`src/rtl/cache_axi_bridge_if.sv`:
```
// Bundles the cache request/return signals and the AXI4 master channels of one bridge.
// The master modport is the bridge's view, the slave modport is the environment's view.
interface cache_axi_bridge_if;
  logic         rd_req;
  logic [2:0]   rd_type;
  logic [31:0]  rd_addr;
  logic         rd_rdy;
  logic         ret_valid;
  logic         ret_last;
  logic [31:0]  ret_data;
  logic         wr_req;
  logic [31:0]  wr_addr;
  logic [127:0] wr_data;
  logic         wr_rdy;

  logic [3:0]   arid;
  logic [31:0]  araddr;
  logic [7:0]   arlen;
  logic [2:0]   arsize;
  logic         arvalid;
  logic         arready;
  logic [31:0]  rdata;
  logic         rlast;
  logic         rvalid;
  logic         rready;
  logic [3:0]   awid;
  logic [31:0]  awaddr;
  logic         awvalid;
  logic         awready;
  logic [3:0]   wid;
  logic [31:0]  wdata;
  logic [3:0]   wstrb;
  logic         wlast;
  logic         wvalid;
  logic         wready;
  logic         bvalid;
  logic         bready;

  modport master (
    input  rd_req, rd_type, rd_addr, wr_req, wr_addr, wr_data,
           arready, rdata, rlast, rvalid, awready, wready, bvalid,
    output rd_rdy, ret_valid, ret_last, ret_data, wr_rdy,
           arid, araddr, arlen, arsize, arvalid, rready,
           awid, awaddr, awvalid, wid, wdata, wstrb, wlast, wvalid, bready
  );

  modport slave (
    output rd_req, rd_type, rd_addr, wr_req, wr_addr, wr_data,
           arready, rdata, rlast, rvalid, awready, wready, bvalid,
    input  rd_rdy, ret_valid, ret_last, ret_data, wr_rdy,
           arid, araddr, arlen, arsize, arvalid, rready,
           awid, awaddr, awvalid, wid, wdata, wstrb, wlast, wvalid, bready
  );
endinterface

```
`src/rtl/cache_axi_bridge.sv`:
```
// Cache-to-AXI4 bridge: line refills and single-beat reads on AR/R, 4-beat line
// writebacks on AW/W/B, with reads to a line still being written back held off.
module cache_axi_bridge #(
  parameter logic [3:0] AXI_ID = 4'd0
) (
  input  logic             clk,
  input  logic             resetn,
  cache_axi_bridge_if.master bus
);

  typedef enum logic [1:0] {R_IDLE, R_AR, R_DATA} rd_state_t;
  typedef enum logic [1:0] {W_IDLE, W_REQ, W_DATA, W_RESP} wr_state_t;

  rd_state_t    rd_state;
  wr_state_t    wr_state;

  logic [31:0]  ar_addr_q;
  logic [7:0]   ar_len_q;
  logic [2:0]   ar_size_q;
  logic         ar_valid_q;
  logic         r_ready_q;

  logic [27:0]  wr_line_q;
  logic [127:0] wr_data_q;
  logic         aw_valid_q;
  logic         w_valid_q;
  logic         b_ready_q;
  logic [1:0]   beat_q;

  logic         wr_busy;
  logic         raw_hit;
  logic         rd_line;

  // A read of the line still owned by the write FSM must wait until its B returns.
  assign wr_busy = (wr_state != W_IDLE);
  assign raw_hit = wr_busy && (bus.rd_addr[31:4] == wr_line_q);
  assign rd_line = (bus.rd_type == 3'b100);

  assign bus.rd_rdy    = resetn && (rd_state == R_IDLE) && !raw_hit;
  assign bus.wr_rdy    = resetn && (wr_state == W_IDLE);

  assign bus.ret_valid = bus.rvalid && r_ready_q;
  assign bus.ret_data  = bus.rdata;
  assign bus.ret_last  = bus.rlast;

  assign bus.arid    = AXI_ID;
  assign bus.araddr  = ar_addr_q;
  assign bus.arlen   = ar_len_q;
  assign bus.arsize  = ar_size_q;
  assign bus.arvalid = ar_valid_q;
  assign bus.rready  = r_ready_q;

  assign bus.awid    = AXI_ID;
  assign bus.awaddr  = {wr_line_q, 4'b0000};
  assign bus.awvalid = aw_valid_q;
  assign bus.wid     = AXI_ID;
  assign bus.wdata   = wr_data_q[{beat_q, 5'd0} +: 32];
  assign bus.wstrb   = '1;
  assign bus.wlast   = w_valid_q && (beat_q == 2'd3);
  assign bus.wvalid  = w_valid_q;
  assign bus.bready  = b_ready_q;

  always_ff @(posedge clk or negedge resetn) begin
    if (!resetn) begin
      rd_state   <= R_IDLE;
      ar_addr_q  <= '0;
      ar_len_q   <= '0;
      ar_size_q  <= '0;
      ar_valid_q <= 1'b0;
      r_ready_q  <= 1'b0;
    end else begin
      case (rd_state)
        R_IDLE: begin
          if (bus.rd_req && bus.rd_rdy) begin
            ar_addr_q  <= rd_line ? {bus.rd_addr[31:4], 4'b0000} : bus.rd_addr;
            ar_len_q   <= rd_line ? 8'd3 : 8'd0;
            ar_size_q  <= (bus.rd_type == 3'b000) ? 3'd0 :
                          (bus.rd_type == 3'b001) ? 3'd1 : 3'd2;
            ar_valid_q <= 1'b1;
            rd_state   <= R_AR;
          end
        end
        R_AR: begin
          if (bus.arready) begin
            ar_valid_q <= 1'b0;
            r_ready_q  <= 1'b1;
            rd_state   <= R_DATA;
          end
        end
        R_DATA: begin
          if (bus.rvalid && bus.rlast) begin
            r_ready_q <= 1'b0;
            rd_state  <= R_IDLE;
          end
        end
        default: rd_state <= R_IDLE;
      endcase
    end
  end

  always_ff @(posedge clk or negedge resetn) begin
    if (!resetn) begin
      wr_state   <= W_IDLE;
      wr_line_q  <= '0;
      wr_data_q  <= '0;
      aw_valid_q <= 1'b0;
      w_valid_q  <= 1'b0;
      b_ready_q  <= 1'b0;
      beat_q     <= '0;
    end else begin
      case (wr_state)
        W_IDLE: begin
          if (bus.wr_req && bus.wr_rdy) begin
            wr_line_q  <= bus.wr_addr[31:4];
            wr_data_q  <= bus.wr_data;
            aw_valid_q <= 1'b1;
            wr_state   <= W_REQ;
          end
        end
        W_REQ: begin
          if (bus.awready) begin
            aw_valid_q <= 1'b0;
            w_valid_q  <= 1'b1;
            beat_q     <= '0;
            wr_state   <= W_DATA;
          end
        end
        W_DATA: begin
          if (bus.wready) begin
            beat_q <= beat_q + 2'd1;
            if (beat_q == 2'd3) begin
              w_valid_q <= 1'b0;
              b_ready_q <= 1'b1;
              wr_state  <= W_RESP;
            end
          end
        end
        W_RESP: begin
          if (bus.bvalid) begin
            b_ready_q <= 1'b0;
            wr_state  <= W_IDLE;
          end
        end
        default: wr_state <= W_IDLE;
      endcase
    end
  end

endmodule
```
`src/flat_wrapper.sv`:
```
// flat-port wrapper written by rule: the top's interface ports become plain ports
module cache_axi_bridge_flat 
#(
  parameter logic [3:0] AXI_ID = 4'd0
)
  (clk, resetn, bus_rd_req, bus_rd_type, bus_rd_addr, bus_wr_req, bus_wr_addr, bus_wr_data, bus_arready, bus_rdata, bus_rlast, bus_rvalid, bus_awready, bus_wready, bus_bvalid, bus_rd_rdy, bus_ret_valid, bus_ret_last, bus_ret_data, bus_wr_rdy, bus_arid, bus_araddr, bus_arlen, bus_arsize, bus_arvalid, bus_rready, bus_awid, bus_awaddr, bus_awvalid, bus_wid, bus_wdata, bus_wstrb, bus_wlast, bus_wvalid, bus_bready);
  cache_axi_bridge_if bus_i ();
  input  logic clk;
  input  logic resetn;
  input wire logic [$bits(bus_i.rd_req)-1:0] bus_rd_req;
  input wire logic [$bits(bus_i.rd_type)-1:0] bus_rd_type;
  input wire logic [$bits(bus_i.rd_addr)-1:0] bus_rd_addr;
  input wire logic [$bits(bus_i.wr_req)-1:0] bus_wr_req;
  input wire logic [$bits(bus_i.wr_addr)-1:0] bus_wr_addr;
  input wire logic [$bits(bus_i.wr_data)-1:0] bus_wr_data;
  input wire logic [$bits(bus_i.arready)-1:0] bus_arready;
  input wire logic [$bits(bus_i.rdata)-1:0] bus_rdata;
  input wire logic [$bits(bus_i.rlast)-1:0] bus_rlast;
  input wire logic [$bits(bus_i.rvalid)-1:0] bus_rvalid;
  input wire logic [$bits(bus_i.awready)-1:0] bus_awready;
  input wire logic [$bits(bus_i.wready)-1:0] bus_wready;
  input wire logic [$bits(bus_i.bvalid)-1:0] bus_bvalid;
  output wire logic [$bits(bus_i.rd_rdy)-1:0] bus_rd_rdy;
  output wire logic [$bits(bus_i.ret_valid)-1:0] bus_ret_valid;
  output wire logic [$bits(bus_i.ret_last)-1:0] bus_ret_last;
  output wire logic [$bits(bus_i.ret_data)-1:0] bus_ret_data;
  output wire logic [$bits(bus_i.wr_rdy)-1:0] bus_wr_rdy;
  output wire logic [$bits(bus_i.arid)-1:0] bus_arid;
  output wire logic [$bits(bus_i.araddr)-1:0] bus_araddr;
  output wire logic [$bits(bus_i.arlen)-1:0] bus_arlen;
  output wire logic [$bits(bus_i.arsize)-1:0] bus_arsize;
  output wire logic [$bits(bus_i.arvalid)-1:0] bus_arvalid;
  output wire logic [$bits(bus_i.rready)-1:0] bus_rready;
  output wire logic [$bits(bus_i.awid)-1:0] bus_awid;
  output wire logic [$bits(bus_i.awaddr)-1:0] bus_awaddr;
  output wire logic [$bits(bus_i.awvalid)-1:0] bus_awvalid;
  output wire logic [$bits(bus_i.wid)-1:0] bus_wid;
  output wire logic [$bits(bus_i.wdata)-1:0] bus_wdata;
  output wire logic [$bits(bus_i.wstrb)-1:0] bus_wstrb;
  output wire logic [$bits(bus_i.wlast)-1:0] bus_wlast;
  output wire logic [$bits(bus_i.wvalid)-1:0] bus_wvalid;
  output wire logic [$bits(bus_i.bready)-1:0] bus_bready;
  assign bus_i.rd_req = bus_rd_req;
  assign bus_i.rd_type = bus_rd_type;
  assign bus_i.rd_addr = bus_rd_addr;
  assign bus_i.wr_req = bus_wr_req;
  assign bus_i.wr_addr = bus_wr_addr;
  assign bus_i.wr_data = bus_wr_data;
  assign bus_i.arready = bus_arready;
  assign bus_i.rdata = bus_rdata;
  assign bus_i.rlast = bus_rlast;
  assign bus_i.rvalid = bus_rvalid;
  assign bus_i.awready = bus_awready;
  assign bus_i.wready = bus_wready;
  assign bus_i.bvalid = bus_bvalid;
  assign bus_rd_rdy = bus_i.rd_rdy;
  assign bus_ret_valid = bus_i.ret_valid;
  assign bus_ret_last = bus_i.ret_last;
  assign bus_ret_data = bus_i.ret_data;
  assign bus_wr_rdy = bus_i.wr_rdy;
  assign bus_arid = bus_i.arid;
  assign bus_araddr = bus_i.araddr;
  assign bus_arlen = bus_i.arlen;
  assign bus_arsize = bus_i.arsize;
  assign bus_arvalid = bus_i.arvalid;
  assign bus_rready = bus_i.rready;
  assign bus_awid = bus_i.awid;
  assign bus_awaddr = bus_i.awaddr;
  assign bus_awvalid = bus_i.awvalid;
  assign bus_wid = bus_i.wid;
  assign bus_wdata = bus_i.wdata;
  assign bus_wstrb = bus_i.wstrb;
  assign bus_wlast = bus_i.wlast;
  assign bus_wvalid = bus_i.wvalid;
  assign bus_bready = bus_i.bready;
  cache_axi_bridge #(.AXI_ID(AXI_ID)) u_core (.clk(clk), .resetn(resetn), .bus(bus_i));
endmodule
```
`config.mk`:
```
export PLATFORM = sky130hd
export DESIGN_NAME = cache_axi_bridge_flat
export DESIGN_NICKNAME = d
export VERILOG_FILES = /design/src/rtl/cache_axi_bridge_if.sv /design/src/rtl/cache_axi_bridge.sv /design/src/flat_wrapper.sv
export SDC_FILE = /design/constraint.sdc
export NUM_CORES = 1
export LEC_CHECK = 0
export CORE_AREA = 2 2 157 159
export CTS_CLUSTER_DIAMETER = 80
export DETAILED_ROUTE_END_ITERATION = 7
export DIE_AREA = 0 0 159 161
export DONT_BUFFER_PORTS = 1
export PLACE_DENSITY = 0.61
export SLEW_MARGIN = 20
export SYNTH_ARGS = -nofsm -noshare
export SYNTH_HDL_FRONTEND = slang
export SYNTH_SLANG_ARGS = --single-unit
export TNS_END_PERCENT = 30
```
`constraint.sdc`:
```
create_clock -name clk -period 2.25 [get_ports clk]
set_input_delay 0.45 -clock clk [delete_from_list [all_inputs] [get_ports clk]]
set_output_delay 0.45 -clock clk [all_outputs]
set_load 0.005 [all_outputs]
```
After elaboration in Yosys (flattened, before gate mapping)
Index checks and enable logic that the tools add are counted.
{"block": "word_totals", "regBits": 210, "latchBits": 0, "mem_bits_rw": 0, "rom_bits": 0, "input_bits": 237, "word_cells": 95, "mem_count": 0}
{"block": "classes", "add_sub_neg": 1, "multipliers": 0, "div": 0, "n_lt_le_gt_ge": 0, "eq_ne": 17, "shifts": 1, "muxes": 34, "bitwise_logic": 0, "n_reduce_logical": 29}
{"op": "$shiftx 128x8->32", "count": 1}
{"op": "$eq 28x28->1", "count": 1}
{"op": "$mux 2", "count": 12}
{"op": "$reduce_and 3->1", "count": 5}
{"op": "$mux 1", "count": 12}
{"op": "$ne 2x2->1 const B", "count": 6}
{"op": "$reduce_bool 2->1", "count": 6}
{"op": "$pmux 1 s2", "count": 5}
{"op": "$logic_and 1x1->1", "count": 9}
{"op": "$eq 2x2->1 const B", "count": 4}
{"op": "$pmux 2 s4", "count": 1}
{"op": "$reduce_and 4->1", "count": 2}
{"op": "$pmux 2 s3", "count": 1}
{"op": "$reduce_and 5->1", "count": 1}
{"op": "$eq 2x1->1 const B", "count": 2}
{"op": "$logic_not 2->1", "count": 2}
{"op": "$mux 4", "count": 1}
{"op": "$ne 2x1->1 const B", "count": 2}
{"op": "$pmux 2 s2", "count": 1}
{"op": "$reduce_and 2->1", "count": 2}
{"op": "$eq 3x1->1 const B", "count": 1}
{"op": "$eq 3x3->1 const B", "count": 1}
{"op": "$logic_not 3->1", "count": 1}
{"op": "$mux 3", "count": 1}
{"op": "other kinds (2)", "count": 2}

Logic depth before layout (Yosys ltp)
Gate-level depths: netlist of run 1.
{"block": "depth", "word_depth": 7, "ltp_mapped": 8}

Worst setup path after synthesis of run 1
OpenSTA, ideal clock, no wires.
{"block": "synth_timing", "kind": "in2reg", "from": "in bus_rd_addr[24]", "to": "reg u_core.ar_addr_q[30], in the netlist u_core.bus.araddr[30]", "t_arrival_ns": 1.917, "required_time_ns": 2.122, "path_slack_ns": 0.206, "stages": 6, "path_buffers": 1, "cell_sequence": "xor2_1 -> nor4_1 -> nand4_1 -> o2111ai_4 -> buf_6 -> mux2_1"}
{"block": "synth_via", "elab_chain_cells": 6}
{"item": "start: declaration", "line": "flat_wrapper.sv:12", "source": "input wire logic [$bits(bus_i.rd_addr)-1:0] bus_rd_addr;"}
{"item": "$eq 28x28->1", "line": "cache_axi_bridge.sv:36", "source": "assign raw_hit = wr_busy && (bus.rd_addr[31:4] == wr_line_q);"}
{"item": "$logic_and 1x1->1", "line": "cache_axi_bridge.sv:36"}
{"item": "$logic_not 1->1", "line": "cache_axi_bridge.sv:39", "source": "assign bus.rd_rdy = resetn && (rd_state == R_IDLE) && !raw_hit;"}
{"item": "$logic_and 1x1->1", "line": "cache_axi_bridge.sv:39"}
{"item": "$logic_and 1x1->1", "line": "cache_axi_bridge.sv:74", "source": "if (bus.rd_req && bus.rd_rdy) begin"}
{"item": "$reduce_and 2->1 (no source line)"}
{"item": "end signal: assignment", "line": "cache_axi_bridge.sv:75", "source": "ar_addr_q <= rd_line ? {bus.rd_addr[31:4], 4'b0000} : bus.rd_addr;"}
{"item": "end: declaration", "line": "cache_axi_bridge.sv:17", "source": "logic [31:0] ar_addr_q;"}
No other way between the ends.
A chain may end at the register's enable or synchronous reset.

Worst setup path in the final report of run 1
{"block": "layout_timing", "from": "reg u_core.wr_line_q[26]", "to": "out bus_rd_rdy"}
{"block": "layout_via", "elab_chain_cells": 4}
{"item": "start: declaration", "line": "cache_axi_bridge.sv:23", "source": "logic [27:0] wr_line_q;"}
{"item": "start signal: assignment", "line": "cache_axi_bridge.sv:114", "source": "wr_line_q <= bus.wr_addr[31:4];"}
{"item": "$eq 28x28->1", "line": "cache_axi_bridge.sv:36"}
{"item": "$logic_and 1x1->1", "line": "cache_axi_bridge.sv:36"}
{"item": "$logic_not 1->1", "line": "cache_axi_bridge.sv:39"}
{"item": "$logic_and 1x1->1", "line": "cache_axi_bridge.sv:39"}
{"item": "end: declaration", "line": "flat_wrapper.sv:23", "source": "output wire logic [$bits(bus_i.rd_rdy)-1:0] bus_rd_rdy;"}
No other way between the ends.

==> metrics.md, run 1 <==
| Metric | Value |
|---|---|
| Max-cap violations | 0 |
| # setup viols final | 17 |
| Io pins | 402 |
| Remaining DRCs | 0 |
| Post-route clock period utilization | 1.11 |
| Crit path DAT | 2050 ps |
| Psw | 4950 uW |
| Top FF cell, synth | dfrtp_1 |
| Clk_lat worst skew | 520 ps |
| Violated checks | negative hold slack, negative setup slack |
| Sw Ratio | 0.335 |
| Vias in the first global route | 6273 |
| Syn Std Cell Area | 9330 sq um |
| Post-layout util | 0.437 |
| PwrDens | 1410 nW/um^2 |
| Setup Skew | 16.7 ps |
| Worst-path clk slew | 50 ps |
| Status | complete, but fails checks |
| Clock power share | 0.243 |
| Hold Slack | -370 ps |
| Fin. max-slew vios | 0 |
| Final net count | 1183 |
| Gr ovfl total | 0 |
| DRT iter0 DRCs | 437 |
| LEAKAGE | 0.00535 uW |
| Wirelength, routed | 23700 um |
| Design area | 10500 sq um |
| Logic gate share of total power | 0.312 |
| Num rows | 57 |
| Starting Density | 0.389 |
| TritonCTS Buffers | 23 |
| Die H | 161 um |
| Worst setup margin | -248 ps |
| Design Power | 14800 uW |
| Pre-antenna DRT Iters | 5 |
| Core ar. | 24000 sq um |
| R2R Setup Slk | -30 ps |
| Critical Path Sink Type | output pin |
| WS Path Type | flop to output pin |
| VDD IR max | 0.709 mV |
| FMAX | 0.400 GHz |
| Initial antenna violation count | 1 |
| Yosys reg bits | 202 |
| Yosys warns | 0 |
| Commonest cells in the netlist | nand2_1 (488), dfrtp_1 (202), buf_4 (61), clkbuf_1 (40), mux4_2 (32) |
| Post-synth EDFFs | 0 |
| CP Launch Type | flop |
| Post-synthesis sequential area ratio | 0.542 |
| Syn_area_per_cell | 9.69 sq um |
| I/O Buffers | 0 |
| Final Hold Fails | 202 |
| Layout area overhead | 12.2% |
| Required time worst endpoint | 1800 ps |
| Final HPWL DP | 15800 um |
| Most numerous cell in the Yosys netlist | nand2_1 |
| P_int | 9820 uW |
| Htree depth | 1 |
| Fin crit period | 2500 ps |
| DR vias | 6244 |
| GRT Overall Usage | 0.178 |
| DIE AREA | 25600 sq um |
| Clock Tree Buf Depth | 3 |
| Layout fillers | 2349 |
| FFs w/ async S/R, synth | 1.00 |
| Share of layout cells above drive strength 1 | 0.136 |
| CTS Sinks | 202 |
| Die width | 159 um |
| Mapped Cells | 962 |
| Routed WL per cell | 18.6 um |
| Worst Hold Class | primary input to asynchronous set/reset pin |
| Max FO, Critical Path | 3 |
| Yosys top cell by area | dfrtp_1 |
| Largest cells by area after synthesis | dfrtp_1 (54%), nand2_1 (20%), mux4_2 (7.7%) |
| Area after DPL | 9460 sq um |
| Top cell type's share of synthesized area | 0.542 |
| RePlAce Congestion | 0.833 |
| Dpl ws | 0.861 ps |
| Final antenna-violating net count | 0 |
| Vias per Instance | 4.90 |
| RSZ-0062 raised after global routing | yes |
| Clk root buf | clkbuf_16 |
| CTS tree | built |
| Synth cell types | 32 |
| First-pass GRT wire length | 36000 um |
| Largest net degree at the start of global routing | 208 |
| Sequential Power Share | 0.445 |
cell families after synthesis:
kind of cell,after synthesis,share of synthesized area
flip-flops,202,0.542
multiplexers,68,0.120
AO/OA/AOI/OAI,20,0.0146
other,2,0.000805
adder cells (fa/ha/maj),6,0.00805
AND/OR/NAND/NOR,516,0.213
XOR/XNOR,28,0.0263
buffers and inverters,120,0.0757
flip-flops by register name, indices dropped and copies added, names as in the netlist:
signal,flops
u_core.wr_data_q,128
u_core.bus.arvalid,1
u_core.bus.arsize,2
u_core.bus.bready,1
u_core.rd_state,2
u_core.bus.rready,1
u_core.wr_line_q,28
u_core.bus.wvalid,1
u_core.bus.awvalid,1
u_core.bus.araddr,32
u_core.wr_state,2
u_core.bus.arlen,1
u_core.beat_q,2
critical path, cell delays in order (launching register included):
cell and delay (ps):
dfrtp_1 470, xor2_1 200, nor4_1 320, nand4_1 250
o211a_1 310
layer usage:
layer,share of wire,GRT usage
met1,0.42,0.238
met2,0.47,0.278
met5,0,0
met3,0.074,0.0493
met4,0.032,0.0661
cell usage in the layout, fill, tap and decap left out, drive strengths merged:
cell type and instances:
nand2 488, dfrtp 202, clkbuf 35, buf 34, mux4 32, xor2 28
mux2 28, conb 27, inv 13, o21ai 10, mux2i 8, nor2 7
nor4 6, ha 6, a21oi 4, and2 3, nand3 3, nand4 2
nor2b 2, nand2b 2, and3 2, diode 1, nor3 1, o211a 1
a22o 1, o2111ai 1, a31oi 1, o31a 1, o22ai 1, bufinv 1
stage by stage:
step                      std cells  TNS (ps)  hold WS, ps
after floorplan                 987         0          154
after global placement         1227         0          158
after detailed placement       1227         0          159
after CTS                      1265     -2770         -404
after global routing           1274     -4920         -398
final                          1275      -436         -370
layout make-up:
class,instances,area (sq um),area share
sequential,202,5060,0.483
clock buffer,33,653,0.0624
timing repair buffer,36,479,0.0458
antenna,1,2.50,0.000239
inverter,12,45.0,0.00430
clock inverter,2,50.0,0.00478
tap,324,405,0.0387
multi-input combinational,665,3770,0.361
repair_timing:
action	4_1_cts	5_1_grt
pin swaps	4	1
endpoints found under the setup margin	7	69
resized for setup	2	34
hold endpoints to repair	202	202
cloned	2	3
buffers inserted	1	6
power by group through the flow:
stage | Sequential [uW] | Clock (uW) | Combinational, uW
floorplan | 6190 | 0 | 3330
global placement | 6540 | 0 | 4170
detailed placement | 6600 | 0 | 4280
CTS | 6580 | 3690 | 4390
global route | 6770 | 3850 | 5190
finish | 6570 | 3590 | 4610
final timing paths:
path | from | endpoint | cells after the start
hold reg to reg | u_core.wr_data_q[88] | u_core.wr_data_q[88] | 2
max in group asynchronous | resetn | u_core.bus.araddr[22] | 0
min in group clk | bus_wr_data[60] | u_core.wr_data_q[60] | 2
setup reg to reg | u_core.wr_line_q[6] | u_core.bus.araddr[11] | 9
hold / removal | resetn | u_core.wr_data_q[35] | 0
setup / recovery | u_core.wr_line_q[26] | bus_rd_rdy | 4
Power figures use the tool's default switching activity.
==> run 2: changes to the inputs <==
Settings changed: CORE_AREA 2 2 157 159 to 2 2 155 157, DIE_AREA 0 0 159 161 to 0 0 157 159, DONT_BUFFER_PORTS 1 to not set, GPL_ROUTABILITY_DRIVEN set to 0, PLACE_DENSITY 0.61 to 0.85.
==> metrics.md, run 2 (synthesized netlist as in run 1, its figures left out) <==
| Metric | Value |
|---|---|
| Layout fillers | 1889 |
| Commonest non-fill, non-tap cell in the layout | nand2_1 |
| Layout area overhead | 45.9% |
| Htree depth | 1 |
| Logic gate share of total power | 0.418 |
| Wirelength, routed | 28500 um |
| Remaining DRCs | 0 |
| Core ar. | 23200 sq um |
| Die H | 159 um |
| Setup Skew | 11.6 ps |
| Clock power share | 0.208 |
| # setup viols final | 57 |
| Fin. max-slew vios | 0 |
| Final antenna-violating net count | 0 |
| DRT iter0 DRCs | 485 |
| Vias in the first global route | 8216 |
| Status | complete, but fails checks |
| Critical Path Sink Type | output pin |
| Io pins | 402 |
| FMAX | 0.375 GHz |
| Max_slew headroom | 0.513 |
| Worst setup margin | -413 ps |
| Die width | 157 um |
| Clk_lat worst skew | 500 ps |
| Psw | 5750 uW |
| Biggest register | u_core.wr_data_q |
| Share of layout cells above drive strength 1 | 0.150 |
| P_int | 11700 uW |
| Final HPWL DP | 19500 um |
| PwrDens | 1280 nW/um^2 |
| GRT Overall Usage | 0.225 |
| Worst Hold Class | primary input to flop |
| Max-cap violations | 0 |
| Violated checks | negative setup slack |
| Design Power | 17400 uW |
| Pre-antenna DRT Iters | 5 |
| Largest net degree at the start of global routing | 102 |
| CTS tree | built |
| Starting Density | 0.402 |
| Num rows | 56 |
| FF+latch area | 5060 sq um |
| Vias per Instance | 4.86 |
| TritonCTS Buffers | 23 |
| Fin crit period | 2660 ps |
| Sw Ratio | 0.330 |
| Max FO, Critical Path | 2 |
| Largest register FFs | 128 |
| LEAKAGE | 0.00669 uW |
| First-pass GRT wire length | 44200 um |
| Dpl ws | -610 ps |
| DR vias | 7756 |
| Final Hold Fails | 0 |
| Most frequent cells in the layout | nand2_1 (488), clkdlybuf4s50_1 (267), dfrtp_1 (200), mux4_2 (32), buf_4 (32) |
| RSZ-0062 raised after global routing | yes |
| Multi-input gate area | 3810 sq um |
| VDD IR max | 0.591 mV |
| Initial antenna violation count | 1 |
| CTS Sinks | 202 |
| DIE AREA | 25000 sq um |
| Required time worst endpoint | 1800 ps |
| Worst-Margin Slew | 731 ps |
| Clk root buf | clkbuf_16 |
| Post-route clock period utilization | 1.18 |
| Worst-path clk slew | 60 ps |
| Clock Tree Buf Depth | 3 |
| Post-layout util | 0.587 |
| Gr ovfl total | 0 |
| Routed WL per cell | 17.8 um |
| Setup TNS Final | -5620 ps |
| WS Path Type | flop to output pin |
| CP Launch Type | flop |
| Sequential Power Share | 0.374 |
| I/O Buffers | 306 |
| Final net count | 1508 |
| Crit path DAT | 2210 ps |
run 2: changes by cell type in the layout (fill, tap and decap cells not counted), moves of 3 or more:
cell             before  now
buf_2                 0   14
clkbuf_2              0   12
clkbuf_8              4    7
buf_6                 7   15
clkdlybuf4s50_1       0  267
buf_4                16   32
run 2: metrics by stage:
stage	hold slack [ps]	area [sq um]	std cells
after floorplan	154	9420	987
after global placement	323	12700	1544
after detailed placement	323	12700	1544
after CTS	348	13600	1596
after global routing	265	13600	1597
final	253	13600	1597
run 2: what timing repair did:
action | in CTS | in global routing
hold buffers | 1 | 0
gates resized for setup | 160 | 25
pin swaps | 5 | 5
setup buffers | 14 | 4
gates cloned | 3 | 0
endpoints found under the hold margin | 10 | 0
setup endpoints to repair | 71 | 70
run 2: path summary, 6_finish.rpt:
| check | slack (ps) | to | cells after the start | startpoint |
|---|---|---|---|---|
| worst max-delay path | -410 | bus_rd_rdy | 7 | u_core.wr_line_q[10] |
| worst min-delay path | 250 | u_core.bus.araddr[14] | 2 | bus_rd_addr[14] |
| worst max register to register | -200 | u_core.bus.araddr[20] | 10 | u_core.wr_line_q[10] |
| worst min register to register | 470 | u_core.wr_data_q[93] | 2 | u_core.wr_data_q[93] |
| max in group asynchronous | 820 | u_core.wr_data_q[72] | 3 | resetn |
| min in group asynchronous | 470 | u_core.bus.araddr[13] | 2 | resetn |
run 2: power by group through the flow:
| stage | clock [uW] | sequential [uW] | combinational, uW |
|---|---|---|---|
| floorplan | 0 | 6190 | 3330 |
| global placement | 0 | 6410 | 6940 |
| detailed placement | 0 | 6490 | 7160 |
| CTS | 3690 | 6490 | 7270 |
| global route | 3850 | 6690 | 7930 |
| finish | 3630 | 6520 | 7280 |
run 2: metal layers:
layer,track usage,vias to the layer above,wire length [um]
li1,-,3564,-
met1,0.285,3779,11300
met2,0.375,322,14100
met3,0.0425,91,1800
met4,0.0992,0,1230
met5,0,-,0
run 2: critical path: stages, from the launching register on:
cell and delay [ps]:
dfrtp_1 400, xor2_1 160, nor4_1 330, buf_4 170
nand4_1 150, buf_4 190, o211a_1 190, buf_2 120
run 2: final cells by class:
| cell class | instances | share of cell area |
|---|---|---|
| Antenna cell | 1 | 0.000184 |
| Clock buffer | 34 | 0.0497 |
| Clock inverter | 3 | 0.00313 |
| Inverter | 12 | 0.00331 |
| Multi-Input combinational cell | 665 | 0.280 |
| Sequential cell | 202 | 0.372 |
| Tap cell | 319 | 0.0293 |
| Timing Repair Buffer | 361 | 0.262 |
